`config.mk`:
```
export PLATFORM = sky130hd
export DESIGN_NAME = get_variables
export DESIGN_NICKNAME = d
export VERILOG_FILES = /design/src/rtl/decode_pkg.sv /design/src/rtl/inst_decode_comb.sv /design/src/rtl/get_variables.sv
export SDC_FILE = /design/constraint.sdc
export NUM_CORES = 1
export LEC_CHECK = 0
export CORE_ASPECT_RATIO = 1.2
export CORE_MARGIN = 1.5
export CORE_UTILIZATION = 45
export CTS_CLUSTER_DIAMETER = 100
export DETAILED_ROUTE_END_ITERATION = 16
export PLACE_DENSITY = 0.7
export SKIP_LAST_GASP = 1
export SLEW_MARGIN = 25
export SYNTH_ARGS = -nofsm -noshare
export SYNTH_HDL_FRONTEND = slang
export SYNTH_HIERARCHICAL = 1
export SYNTH_SLANG_ARGS = --single-unit
```
`constraint.sdc`:
```
create_clock -name clk -period 0.8 [get_ports clk]
set_input_delay 0.12 -clock clk [delete_from_list [all_inputs] [get_ports clk]]
set_output_delay 0.12 -clock clk [all_outputs]
set_load 0.005 [all_outputs]
```
`src/rtl/decode_pkg.sv`:
```
// Shared types and encodings for the RV64IM field decoder: operation IDs,
// instruction formats, major opcodes, counter CSR numbers and the decoded record.
package decode_pkg;

    typedef enum logic [6:0] {
        OP_ILLEGAL = 7'd0,
        OP_LUI, OP_AUIPC, OP_JAL, OP_JALR,
        OP_BEQ, OP_BNE, OP_BLT, OP_BGE, OP_BLTU, OP_BGEU,
        OP_LB, OP_LH, OP_LW, OP_LBU, OP_LHU, OP_LWU, OP_LD,
        OP_SB, OP_SH, OP_SW, OP_SD,
        OP_ADDI, OP_SLTI, OP_SLTIU, OP_XORI, OP_ORI, OP_ANDI,
        OP_SLLI, OP_SRLI, OP_SRAI,
        OP_ADD, OP_SUB, OP_SLL, OP_SLT, OP_SLTU, OP_XOR,
        OP_SRL, OP_SRA, OP_OR, OP_AND,
        OP_FENCE, OP_FENCE_I, OP_ECALL, OP_EBREAK,
        OP_RDCYCLE, OP_RDCYCLEH, OP_RDTIME, OP_RDTIMEH,
        OP_RDINSTRET, OP_RDINSTRETH,
        OP_ADDIW, OP_SLLIW, OP_SRLIW, OP_SRAIW,
        OP_ADDW, OP_SUBW, OP_SLLW, OP_SRLW, OP_SRAW,
        OP_MUL, OP_MULH, OP_MULHSU, OP_MULHU,
        OP_DIV, OP_DIVU, OP_REM, OP_REMU,
        OP_MULW, OP_DIVW, OP_DIVUW, OP_REMW, OP_REMUW
    } op_e;

    typedef enum logic [2:0] {
        IT_ILL = 3'd0,
        IT_R   = 3'd1,
        IT_I   = 3'd2,
        IT_S   = 3'd3,
        IT_B   = 3'd4,
        IT_U   = 3'd5,
        IT_J   = 3'd6
    } itype_e;

    // Major opcodes include bits [1:0] = 2'b11, so a compressed word never matches.
    localparam logic [6:0] OPC_LOAD      = 7'b0000011;
    localparam logic [6:0] OPC_MISC_MEM  = 7'b0001111;
    localparam logic [6:0] OPC_OP_IMM    = 7'b0010011;
    localparam logic [6:0] OPC_AUIPC     = 7'b0010111;
    localparam logic [6:0] OPC_OP_IMM_32 = 7'b0011011;
    localparam logic [6:0] OPC_STORE     = 7'b0100011;
    localparam logic [6:0] OPC_OP        = 7'b0110011;
    localparam logic [6:0] OPC_LUI       = 7'b0110111;
    localparam logic [6:0] OPC_OP_32     = 7'b0111011;
    localparam logic [6:0] OPC_BRANCH    = 7'b1100011;
    localparam logic [6:0] OPC_JALR      = 7'b1100111;
    localparam logic [6:0] OPC_JAL       = 7'b1101111;
    localparam logic [6:0] OPC_SYSTEM    = 7'b1110011;

    localparam logic [11:0] CSR_CYCLE    = 12'hC00;
    localparam logic [11:0] CSR_CYCLEH   = 12'hC80;
    localparam logic [11:0] CSR_TIME     = 12'hC01;
    localparam logic [11:0] CSR_TIMEH    = 12'hC81;
    localparam logic [11:0] CSR_INSTRET  = 12'hC02;
    localparam logic [11:0] CSR_INSTRETH = 12'hC82;

    typedef struct packed {
        op_e         op_id;
        itype_e      itype;
        logic [4:0]  rd;
        logic [4:0]  rs1;
        logic [4:0]  rs2;
        logic [63:0] imm;
        logic        flag;
    } decoded_t;

endpackage

```
`src/rtl/inst_decode_comb.sv`:
```
// Purely combinational RV64IM decoder: one 32-bit word in, operation ID,
// format, register indices and sign-extended immediate out.
module inst_decode_comb
    import decode_pkg::*;
(
    input  logic [31:0] instruction,
    output decoded_t    dec_o
);

    logic [6:0]  opcode;
    logic [2:0]  funct3;
    logic [6:0]  funct7;
    logic [63:0] imm_i, imm_s, imm_b, imm_u, imm_j;
    op_e         op;
    itype_e      fmt;
    logic [63:0] imm_sel;

    assign opcode = instruction[6:0];
    assign funct3 = instruction[14:12];
    assign funct7 = instruction[31:25];

    assign imm_i = {{52{instruction[31]}}, instruction[31:20]};
    assign imm_s = {{52{instruction[31]}}, instruction[31:25], instruction[11:7]};
    assign imm_b = {{52{instruction[31]}}, instruction[7], instruction[30:25],
                    instruction[11:8], 1'b0};
    assign imm_u = {{32{instruction[31]}}, instruction[31:12], 12'b0};
    assign imm_j = {{44{instruction[31]}}, instruction[19:12], instruction[20],
                    instruction[30:21], 1'b0};

    always_comb begin
        // NOTE: every output gets a default up front so no path can infer a latch.
        op      = OP_ILLEGAL;
        fmt     = IT_ILL;
        imm_sel = '0;
        case (opcode)
            OPC_LUI:   begin op = OP_LUI;   fmt = IT_U; imm_sel = imm_u; end
            OPC_AUIPC: begin op = OP_AUIPC; fmt = IT_U; imm_sel = imm_u; end
            OPC_JAL:   begin op = OP_JAL;   fmt = IT_J; imm_sel = imm_j; end
            OPC_JALR: begin
                fmt = IT_I; imm_sel = imm_i;
                if (funct3 == 3'd0) op = OP_JALR;
            end
            OPC_BRANCH: begin
                fmt = IT_B; imm_sel = imm_b;
                case (funct3)
                    3'd0: op = OP_BEQ;
                    3'd1: op = OP_BNE;
                    3'd4: op = OP_BLT;
                    3'd5: op = OP_BGE;
                    3'd6: op = OP_BLTU;
                    3'd7: op = OP_BGEU;
                    default: ;
                endcase
            end
            OPC_LOAD: begin
                fmt = IT_I; imm_sel = imm_i;
                case (funct3)
                    3'd0: op = OP_LB;
                    3'd1: op = OP_LH;
                    3'd2: op = OP_LW;
                    3'd3: op = OP_LD;
                    3'd4: op = OP_LBU;
                    3'd5: op = OP_LHU;
                    3'd6: op = OP_LWU;
                    default: ;
                endcase
            end
            OPC_STORE: begin
                fmt = IT_S; imm_sel = imm_s;
                case (funct3)
                    3'd0: op = OP_SB;
                    3'd1: op = OP_SH;
                    3'd2: op = OP_SW;
                    3'd3: op = OP_SD;
                    default: ;
                endcase
            end
            OPC_OP_IMM: begin
                fmt = IT_I; imm_sel = imm_i;
                case (funct3)
                    3'd0: op = OP_ADDI;
                    3'd2: op = OP_SLTI;
                    3'd3: op = OP_SLTIU;
                    3'd4: op = OP_XORI;
                    3'd6: op = OP_ORI;
                    3'd7: op = OP_ANDI;
                    3'd1: begin
                        imm_sel = {58'd0, instruction[25:20]};
                        if (instruction[31:26] == 6'b000000) op = OP_SLLI;
                    end
                    3'd5: begin
                        imm_sel = {58'd0, instruction[25:20]};
                        if (instruction[31:26] == 6'b000000)      op = OP_SRLI;
                        else if (instruction[31:26] == 6'b010000) op = OP_SRAI;
                    end
                    default: ;
                endcase
            end
            OPC_OP: begin
                fmt = IT_R;
                case (funct7)
                    7'h00: case (funct3)
                        3'd0: op = OP_ADD;
                        3'd1: op = OP_SLL;
                        3'd2: op = OP_SLT;
                        3'd3: op = OP_SLTU;
                        3'd4: op = OP_XOR;
                        3'd5: op = OP_SRL;
                        3'd6: op = OP_OR;
                        default: op = OP_AND;
                    endcase
                    7'h20: case (funct3)
                        3'd0: op = OP_SUB;
                        3'd5: op = OP_SRA;
                        default: ;
                    endcase
                    7'h01: case (funct3)
                        3'd0: op = OP_MUL;
                        3'd1: op = OP_MULH;
                        3'd2: op = OP_MULHSU;
                        3'd3: op = OP_MULHU;
                        3'd4: op = OP_DIV;
                        3'd5: op = OP_DIVU;
                        3'd6: op = OP_REM;
                        default: op = OP_REMU;
                    endcase
                    default: ;
                endcase
            end
            OPC_OP_IMM_32: begin
                // Word shifts carry a 5-bit shamt; bit 25 set is covered by the funct7 match.
                fmt = IT_I;
                case (funct3)
                    3'd0: begin op = OP_ADDIW; imm_sel = imm_i; end
                    3'd1: begin
                        imm_sel = {59'd0, instruction[24:20]};
                        if (funct7 == 7'h00) op = OP_SLLIW;
                    end
                    3'd5: begin
                        imm_sel = {59'd0, instruction[24:20]};
                        if (funct7 == 7'h00)      op = OP_SRLIW;
                        else if (funct7 == 7'h20) op = OP_SRAIW;
                    end
                    default: ;
                endcase
            end
            OPC_OP_32: begin
                fmt = IT_R;
                case (funct7)
                    7'h00: case (funct3)
                        3'd0: op = OP_ADDW;
                        3'd1: op = OP_SLLW;
                        3'd5: op = OP_SRLW;
                        default: ;
                    endcase
                    7'h20: case (funct3)
                        3'd0: op = OP_SUBW;
                        3'd5: op = OP_SRAW;
                        default: ;
                    endcase
                    7'h01: case (funct3)
                        3'd0: op = OP_MULW;
                        3'd4: op = OP_DIVW;
                        3'd5: op = OP_DIVUW;
                        3'd6: op = OP_REMW;
                        3'd7: op = OP_REMUW;
                        default: ;
                    endcase
                    default: ;
                endcase
            end
            OPC_MISC_MEM: begin
                fmt = IT_I; imm_sel = imm_i;
                if (funct3 == 3'd0)      op = OP_FENCE;
                else if (funct3 == 3'd1) op = OP_FENCE_I;
            end
            OPC_SYSTEM: begin
                fmt = IT_I;
                if (instruction == 32'h0000_0073) begin
                    op = OP_ECALL;
                end else if (instruction == 32'h0010_0073) begin
                    op = OP_EBREAK; imm_sel = imm_i;
                end else if (funct3 == 3'b010 && instruction[19:15] == 5'd0) begin
                    // Only CSRRS rd, <counter>, x0 is supported; imm carries the CSR number.
                    imm_sel = {52'd0, instruction[31:20]};
                    case (instruction[31:20])
                        CSR_CYCLE:    op = OP_RDCYCLE;
                        CSR_CYCLEH:   op = OP_RDCYCLEH;
                        CSR_TIME:     op = OP_RDTIME;
                        CSR_TIMEH:    op = OP_RDTIMEH;
                        CSR_INSTRET:  op = OP_RDINSTRET;
                        CSR_INSTRETH: op = OP_RDINSTRETH;
                        default: ;
                    endcase
                end
            end
            default: ;
        endcase
        if (op == OP_ILLEGAL) begin
            fmt     = IT_ILL;
            imm_sel = '0;
        end
    end

    always_comb begin
        dec_o.op_id = op;
        dec_o.itype = fmt;
        dec_o.imm   = imm_sel;
        dec_o.flag  = (op != OP_ILLEGAL);
        dec_o.rd    = (fmt inside {IT_R, IT_I, IT_U, IT_J}) ? instruction[11:7]  : 5'd0;
        dec_o.rs1   = (fmt inside {IT_R, IT_I, IT_S, IT_B}) ? instruction[19:15] : 5'd0;
        dec_o.rs2   = (fmt inside {IT_R, IT_S, IT_B})       ? instruction[24:20] : 5'd0;
        if (op inside {OP_FENCE, OP_FENCE_I, OP_ECALL, OP_EBREAK}) begin
            dec_o.rd  = 5'd0;
            dec_o.rs1 = 5'd0;
            dec_o.rs2 = 5'd0;
        end
    end

endmodule

```
`src/rtl/get_variables.sv`:
```
// Registered wrapper around inst_decode_comb: decoded fields appear one cycle
// after an accepted word and hold while no new word is offered.
module get_variables
    import decode_pkg::*;
(
    input  logic        clk,
    input  logic        reset,
    input  logic        in_valid,
    input  logic [31:0] instruction,
    output logic        out_valid,
    output logic [6:0]  op_id,
    output logic [2:0]  instruction_type,
    output logic [4:0]  rd,
    output logic [4:0]  rs1,
    output logic [4:0]  rs2,
    output logic [63:0] imm,
    output logic        flag
);

    decoded_t dec_comb;
    decoded_t dec_d, dec_q;
    logic     out_valid_d, out_valid_q;

    inst_decode_comb u_decode (
        .instruction (instruction),
        .dec_o       (dec_comb)
    );

    always_comb begin
        out_valid_d = in_valid;
        dec_d       = in_valid ? dec_comb : dec_q;
    end

    always_ff @(posedge clk or negedge reset) begin
        // NOTE: state updates use non-blocking assignments so every flop samples pre-edge values.
        if (!reset) begin
            out_valid_q <= 1'b0;
            dec_q       <= '0;
        end else begin
            out_valid_q <= out_valid_d;
            dec_q       <= dec_d;
        end
    end

    assign out_valid        = out_valid_q;
    assign op_id            = dec_q.op_id;
    assign instruction_type = dec_q.itype;
    assign rd               = dec_q.rd;
    assign rs1              = dec_q.rs1;
    assign rs2              = dec_q.rs2;
    assign imm              = dec_q.imm;
    assign flag             = dec_q.flag;

endmodule

```
Yosys cells after proc, flatten, opt, wreduce, memory -nomap -nowiden
Cells that the tools add are included.
- register bits after elaboration: 91
- input bits: 35
- output and inout port bits: 91
- word-level logic and storage cells: 105
- equal/unequal tests: 41
- mux-type cells: 40
- reduce and logical (&&, ||, !) cells: 16
- operators with widths (operator ; count):
    case mux 64 bit (8 select lines) ; 1
    2-to-1 mux 64 bit ; 4
    case mux 64 bit (2 select lines) ; 1
    case mux 7 bit (13 select lines) ; 1
    equality test 12 bit (second input constant) ; 6
    equality test 7 x 6 -> 1 bit (second input constant) ; 9
    case mux 7 bit (3 select lines) ; 3
    case mux 7 bit (8 select lines) ; 1
    case mux 7 bit (7 select lines) ; 1
    2-to-1 mux 7 bit ; 6
    case mux 6 bit (7 select lines) ; 1
    case mux 6 bit (6 select lines) ; 1
    case mux 5 bit (7 select lines) ; 1
    case mux 7 bit (5 select lines) ; 1
    equality test 32 x 21 -> 1 bit (second input constant) ; 1
    equality test 32 x 7 -> 1 bit (second input constant) ; 1
    equality test 7 bit (second input constant) ; 4
    2-to-1 mux 5 bit ; 5
    case mux 4 bit (6 select lines) ; 1
    case mux 6 bit (2 select lines) ; 2
    equality test 3 bit (second input constant) ; 7
    equality test 7 x 5 -> 1 bit (second input constant) ; 3
    case mux 5 bit (4 select lines) ; 1
    2-to-1 mux 6 bit ; 3
    other kinds (22) ; 32

Depth between registers and ports, before layout
Gate-level depths: netlist (run 1).
- depth in word-level cells: 12
- depth in mapped cells: 17
- gate-level depth less buffers: 14

Hierarchy
Netlist (run 1), hierarchy kept.
- modules (own cells, without submodules) (module ; instances ; cells each ; area each (µm²) ; sequential area each (µm²)):
    get_variables ; 1 ; 191 ; 3819.9 ; 2277.2
    inst_decode_comb ; 1 ; 423 ; 2717.6 ; 0.0

Worst setup path after synthesis (run 1)
OpenSTA, ideal clock, no wires.
- path type: input to register
- from: input port instruction[3]
- to: register dec_q (netlist bit imm[32])
- setup time: 64 ps
- arrival: 3430 ps
- required time: 736 ps
- slack: -2694 ps
- cell stages on the path: 11
- path buffers: 2
- cells stage by stage: buf_2 nor2_2 nand3_1 a2111oi_0 nor4_1 and3b_1 or4b_4 o21ai_4 a21oi_1 buf_4 mux2_4
- RTL lines (item ; RTL line ; text):
    from (decl) ; get_variables.sv:9 ; input logic [31:0] instruction,
    to (signal assigned) ; get_variables.sv:38 ; dec_q <= '0;
    to (signal assigned) ; get_variables.sv:41 ; dec_q <= dec_d;
    to (decl) ; get_variables.sv:21 ; decoded_t dec_d, dec_q;

==> run metrics, run 1 <==
H-tree levels 3; max cap viols 0; Synthesis Warnings 6; failing checks setup timing; Worst Path Required 1.04 ns; slew of the pin with the lowest slew margin 0.965 ns; clk slew on worst S/H paths 0.07 ns; antenna violations before repair 0; switching power 3280 µW; fraction of layout cells with a size suffix above 1 0.689; final core occ 0.794; register area share after synthesis 0.348; met1 Use GR 0.381; cell chain of the critical path buf_8 > buf_12 > buf_6 > buf_6 > nor3_4 > nand4_1 > or3_4 > a21oi_4 > nand3b_1 > nor4b_4 > nand2_4 > buf_6 > o21ai_4 > ha_4 > nor3_4 > nand3_2 > o21ai_4 > nor4b_2 > mux2_4; final worst-path cycle share 4.01; RSZ-0062 raised after global routing true; Crit path depth 19; GRT busiest layer met2; routability cong. 0.927; die area 15300 µm²; antenna-violating nets left 0; io pins 126; final count of hold timing violations 0; Startpoint Class input port; synth unique cells between 70 and 80; crit path capture type flop; crit path time final 3.21 ns; Reg2Reg Capture Point imm[12]; Clock Sinks 91; Final Slew Violations 0; Final Non-Filler Cells between 1000 and 1500; GR Util met2 0.642; antenna cells 0; vias in the first global route 7507; Bufs and invs on worst path 5; Reg power frac 0.397; Synth Instances 614; most frequent cells in the layout buf_4, buf_2, dfrtp_1, mux2_4, buf_6; Pwr Density 1030 nW/µm²; First DRT Iteration DRCs 459; Max stage delay on crit path 0.44 ns; total grt overflow 0; first-pass GRT wire length 41300 µm; Highest Clock Rate slightly above 300 MHz; WHS 0.181 ns; CP Launch Point instruction[14]; Placed Instances approximately 1100; run status complete, but fails checks; DP Area between 9000 and 10000 µm²; row count 48; DR WL/cell 22.3 µm; Worst VDD drop 910 µV; final instance area between 10000 and 15000 µm²; port bufs 125; worst skew pair latency about 0.35 ns; hold path cells 2; CTS tree yes; Detailed Route WL between 20000 and 30000 µm; Net Sw Frac 0.281; via count 6984; Hold Crit Class in -> reg; die width ~110 µm; Crit Path Category in -> reg; Critical-path top delay cell or3_4; endpoints failing setup 181; normalized max-slew margin 0.352; met3 usage 0.0539; vias per cell 5.68; fin nets about 1100; Clock Path Buffers 2; Synth Net Count 653; Synth Flop Type dfrtp_1; Core Area 14300 µm²; EDFF count, synth 0; root buffer cell clkbuf_16; crit-path max FO 7; commonest non-fill, non-tap cell in the layout buf_4; LEAKAGE around 0.0058 µW; DRC Markers 0; critical path's most frequent cell buf_6; cell family with most CP delay simple AND/OR/NAND/NOR gates; Area growth, synth to finish 73.6%; mean post-synth cell area around 11 µm²; CTS Buf Count 9; final worst slack -2.41 ns; Reg2Reg Setup Slack -0.27 ns; CP arrival 3.45 ns; async set or reset register ratio after synthesis 1.00; combinational power share 0.225; Total GRT Usage 0.351; Worst Setup EP rs1[1]; largest net degree at the start of global routing 30; cells on worst reg2reg path 3; Initial DRT Pass Iterations 5; skew final 0 ns; Clk pwr share 0.378; Synth Register Bits 91; starting density of the core 0.457; reg-to-reg startpoint imm[12]; dpl hpwl 17500 µm; Syn Std Cell Area 6540 µm²; Die Y between 100 and 150 µm; Pint ~8400 µW
-- final cells by class --
class | instances | area [µm²]
Multi-Input combinational cell | 445 | 4440
Timing Repair Buffer | 498 | 4100
Fill cell | 848 | 2940
Sequential cell | 91 | 2280
Clock buffer | 10 | 229
Tap cell | 175 | 219
Clock inverter | 6 | 71.3
Inverter | 5 | 18.8
-- power by group through the flow --
stage,registers [µW],clock network (µW),logic (µW)
global route,4640,4630,2750
finish,4640,4410,2630
CTS,4640,4400,2450
global placement,4730,0,2030
floorplan,4730,0,979
detailed placement,4730,0,2040
-- layer usage --
| metal | up-vias | routed length, µm |
|---|---|---|
| li1 | 3102 | - |
| met1 | 3456 | 10100 |
| met2 | 302 | 14300 |
| met3 | 124 | 1260 |
| met4 | 0 | 1860 |
| met5 | - | 0 |
-- Yosys cell counts (all sizes together) (2+ instances only) --
cell     number  area [µm²]
a2111oi       5        68.8
a211oi        2        27.5
a21boi        2        15.0
a21oi        43         215
a221oi        2        17.5
a22o          2        17.5
a22oi         8        70.1
a31oi         5        31.3
and2         10        62.6
and3          5        31.3
and3b         7        61.3
and4          4        37.5
buf          66         584
clkbuf       10        37.5
dfrtp        91        2280
ha            4        50.1
inv           5        18.8
mux2         91        1360
nand2        56         218
nand2b        9        56.3
nand3        13        65.1
nand3b        9        67.6
nand4         7        43.8
nor2         32         125
nor2b         7        43.8
nor3         23         126
nor3b        10        75.1
nor4         12        81.3
nor4b        12         143
nor4bb        3        45.0
o2111a        2        22.5
o211ai        4        30.0
o21a          5        37.5
o21ai        16        95.1
o21bai        2        15.0
o22ai         3        18.8
or2           4        25.0
or3           4        25.0
or4b          2        23.8
-- registers in the layout, summed over array words and instances (netlist names) --
register and cells:
flag 1, rd 5, op_id 7, rs2 5, instruction_type 3, rs1 5, imm 64, out_valid 1
-- worst register-to-register path: stages (launching register included) --
cell and delay, ns:
dfrtp_1 0.42, buf_4 0.15, buf_4 0.12, mux2_4 0.27
-- kinds of logic (layout without fill, tap and decap cells) --
family,after synthesis,after routing,share of synthesized area
XOR/XNOR,1,1,0.00134
buffers and inverters,81,519,0.0980
flip-flops,91,91,0.348
AND/OR/NAND/NOR,231,231,0.210
adder cells (fa/ha/maj),4,4,0.00766
multiplexers,91,91,0.208
AO/OA/AOI/OAI,115,118,0.126
-- worst min path at each step --
stage	slack, ns	endpoint	start
2_1_floorplan	-0.18	flag	reset
3_3_place_gp	0.01	imm[56]	reset
3_5_place_dp	0.01	imm[56]	reset
4_1_cts	0.18	out_valid	in_valid
5_1_grt	0.18	out_valid	in_valid
6_report	0.18	out_valid	in_valid
-- metrics by stage --
step / TNS, ns / worst slack (ns) / total power (µW)
3_5_place_dp: -271.91 / -3.36 / 6760
6_report: -203.13 / -2.41 / 11700
5_1_grt: -209.52 / -2.49 / 12000
4_1_cts: -196.30 / -2.26 / 11500
3_3_place_gp: -267.81 / -3.35 / 6750
2_1_floorplan: -174.93 / -2.42 / 5710
-- timing repair --
action	in CTS	in global routing
gates resized for setup	640	45
buffers inserted	120	25
endpoints found under the hold margin	91	0
gates cloned	8	0
setup endpoints to repair	181	181
pin swaps	60	34
hold buffers	1	0
(Power assumes the default switching activity.)
==> run 2: changes to the inputs <==
Settings changed: RECOVER_POWER set to 100.
==> run metrics, run 2 (same netlist as run 1, synthesis figures left out) <==
run status complete, but fails checks; failing checks setup timing; Placed Instances 1068 (unchanged); Startpoint Class input port; CTS tree yes; final worst-path cycle share 4.01 (about the same); Max stage delay on crit path 0.44 ns (about the same); final count of hold timing violations 0 (unchanged); max cap viols 0 (unchanged); DR WL/cell 22.3 µm (about the same); antenna violations before repair 0 (unchanged); commonest non-fill, non-tap cell in the layout buf_4; Pwr Density 1030 nW/µm² (about the same); total grt overflow 0 (unchanged); Detailed Route WL 27500 µm (about the same); Crit path depth 19 (unchanged); slew of the pin with the lowest slew margin 0.965 ns (+0.000345 ns); endpoints failing setup 206 (+14%); antenna cells 0 (unchanged); RSZ-0062 raised after global routing true; crit path time final 3.21 ns (-0.00185 ns); Core Area 14300 µm² (unchanged); crit path capture type flop; CTS Buf Count 9 (unchanged); worst skew pair latency 0.35 ns (about the same); Final Non-Filler Cells 1230 (unchanged); cell family with most CP delay simple AND/OR/NAND/NOR gates; LEAKAGE 0.00575 µW (about the same); max FFs per register 64 (unchanged); skew final 0 ns (unchanged); Reg2Reg Setup Slack -0.27 ns (about the same); via count 6980 (-0.057%); antenna-violating nets left 0 (unchanged); crit-path max FO 7 (unchanged); dpl hpwl 17500 µm (unchanged); die width 113 µm (unchanged); Total GRT Usage 0.351 (unchanged); cell chain of the critical path buf_8 > buf_12 > buf_6 > buf_6 > nor3_4 > nand4_1 > or3_4 > a21oi_4 > nand3b_1 > nor4b_4 > nand2_4 > buf_6 > o21ai_4 > ha_4 > nor3_4 > nand3_2 > o21ai_4 > nor4b_2 > mux2_4; Clock Path Buffers 2 (unchanged); Worst Setup EP rs1[1]; Final Slew Violations 0 (unchanged); WHS 0.180 ns (-0.000673 ns); most frequent cells in the layout buf_4, buf_2, dfrtp_1, mux2_4, buf_6; Die Y 135 µm (unchanged); Critical-path top delay cell or3_4; final worst slack -2.41 ns (+0.00185 ns); DRC Markers 0 (unchanged); CP arrival 3.45 ns (about the same); fin nets 1089 (unchanged); first-pass GRT wire length 41300 µm (unchanged); normalized max-slew margin 0.352 (about the same); root buffer cell clkbuf_16; Worst VDD drop 911 µV (about the same); row count 48 (unchanged); Highest Clock Rate 312 MHz (about the same); Bufs and invs on worst path 5 (unchanged); Reg2Reg Capture Point imm[12]; clk slew on worst S/H paths 0.07 ns (about the same); First DRT Iteration DRCs 454 (-1.1%); final instance area 11300 µm² (about the same); H-tree levels 3 (unchanged); fraction of layout cells with a size suffix above 1 0.689 (unchanged); Clock Sinks 91 (unchanged); Hold Crit Class in -> reg; vias per cell 5.67 (about the same); critical path's most frequent cell buf_6; reg-to-reg startpoint imm[12]; DP Area 9450 µm² (unchanged); largest net degree at the start of global routing 30 (unchanged); vias in the first global route 7507 (unchanged); cells on worst reg2reg path 3 (unchanged); Area growth, synth to finish 73.6% (about the same); total power 11700 µW (about the same); Crit Path Category in -> reg; starting density of the core 0.457 (unchanged); port bufs 125 (unchanged); Worst Path Required 1.04 ns (about the same); die area 15300 µm² (unchanged); io pins 126 (unchanged); Initial DRT Pass Iterations 7 (+2); routability cong. 0.927 (unchanged); CP Launch Point instruction[14]
run 2: cell count changes in the layout (fill, tap and decap cells not counted):
cell      previous run  this run
buf_4              285       284
clkbuf_2             0         1
run 2: area by class of cell:
cell class / instances / area (µm²)
clock inverters: 6 / 71.3
well taps: 175 / 219
flip-flops and latches: 91 / 2280
multi-input cells: 445 / 4440
clock buffers: 10 / 229
repair buffers: 498 / 4090
inverters: 5 / 18.8
fillers: 849 / 2940
run 2: where the power goes:
part	internal, µW	total (µW)	switching [µW]
Clock	2450	4420	1960
Sequential	4620	4640	13.6
Combinational	1310	2620	1320
Total	8390	11700	3290
run 2: metal layers:
metal	vias to the layer above	track usage	routed length [µm]
met2	297	0.642	14300
li1	3100	-	-
met3	123	0.0539	1250
met4	0	0.213	1850
met1	3460	0.381	10100
met5	-	0	0
run 2: through the flow:
stage          setup TNS, ns   util  worst slack [ns]
6_report             -203.64  0.794             -2.41
5_1_grt              -215.50  0.794             -2.49
4_1_cts              -196.30  0.771             -2.26
3_5_place_dp         -271.91  0.661             -3.36
3_3_place_gp         -267.81  0.661             -3.35
2_1_floorplan        -174.93      -             -2.42
run 2: what timing repair did:
action,in CTS,in global routing
resized for setup,640,45
hold buffers,1,0
pin swaps,60,34
buffers inserted,120,25
endpoints found under the setup margin,181,181
hold endpoints to repair,91,0
gates cloned,8,0
run 2: how the worst min path moves through the flow:
| stage | from | to | slack, ns | cells past startpoint |
|---|---|---|---|---|
| 2_1_floorplan | reset | flag | -0.18 | 0 |
| 3_3_place_gp | reset | imm[56] | 0.01 | 1 |
| 3_5_place_dp | reset | imm[56] | 0.01 | 1 |
| 4_1_cts | in_valid | out_valid | 0.18 | 2 |
| 5_1_grt | in_valid | out_valid | 0.18 | 2 |
| 6_report | in_valid | out_valid | 0.18 | 2 |
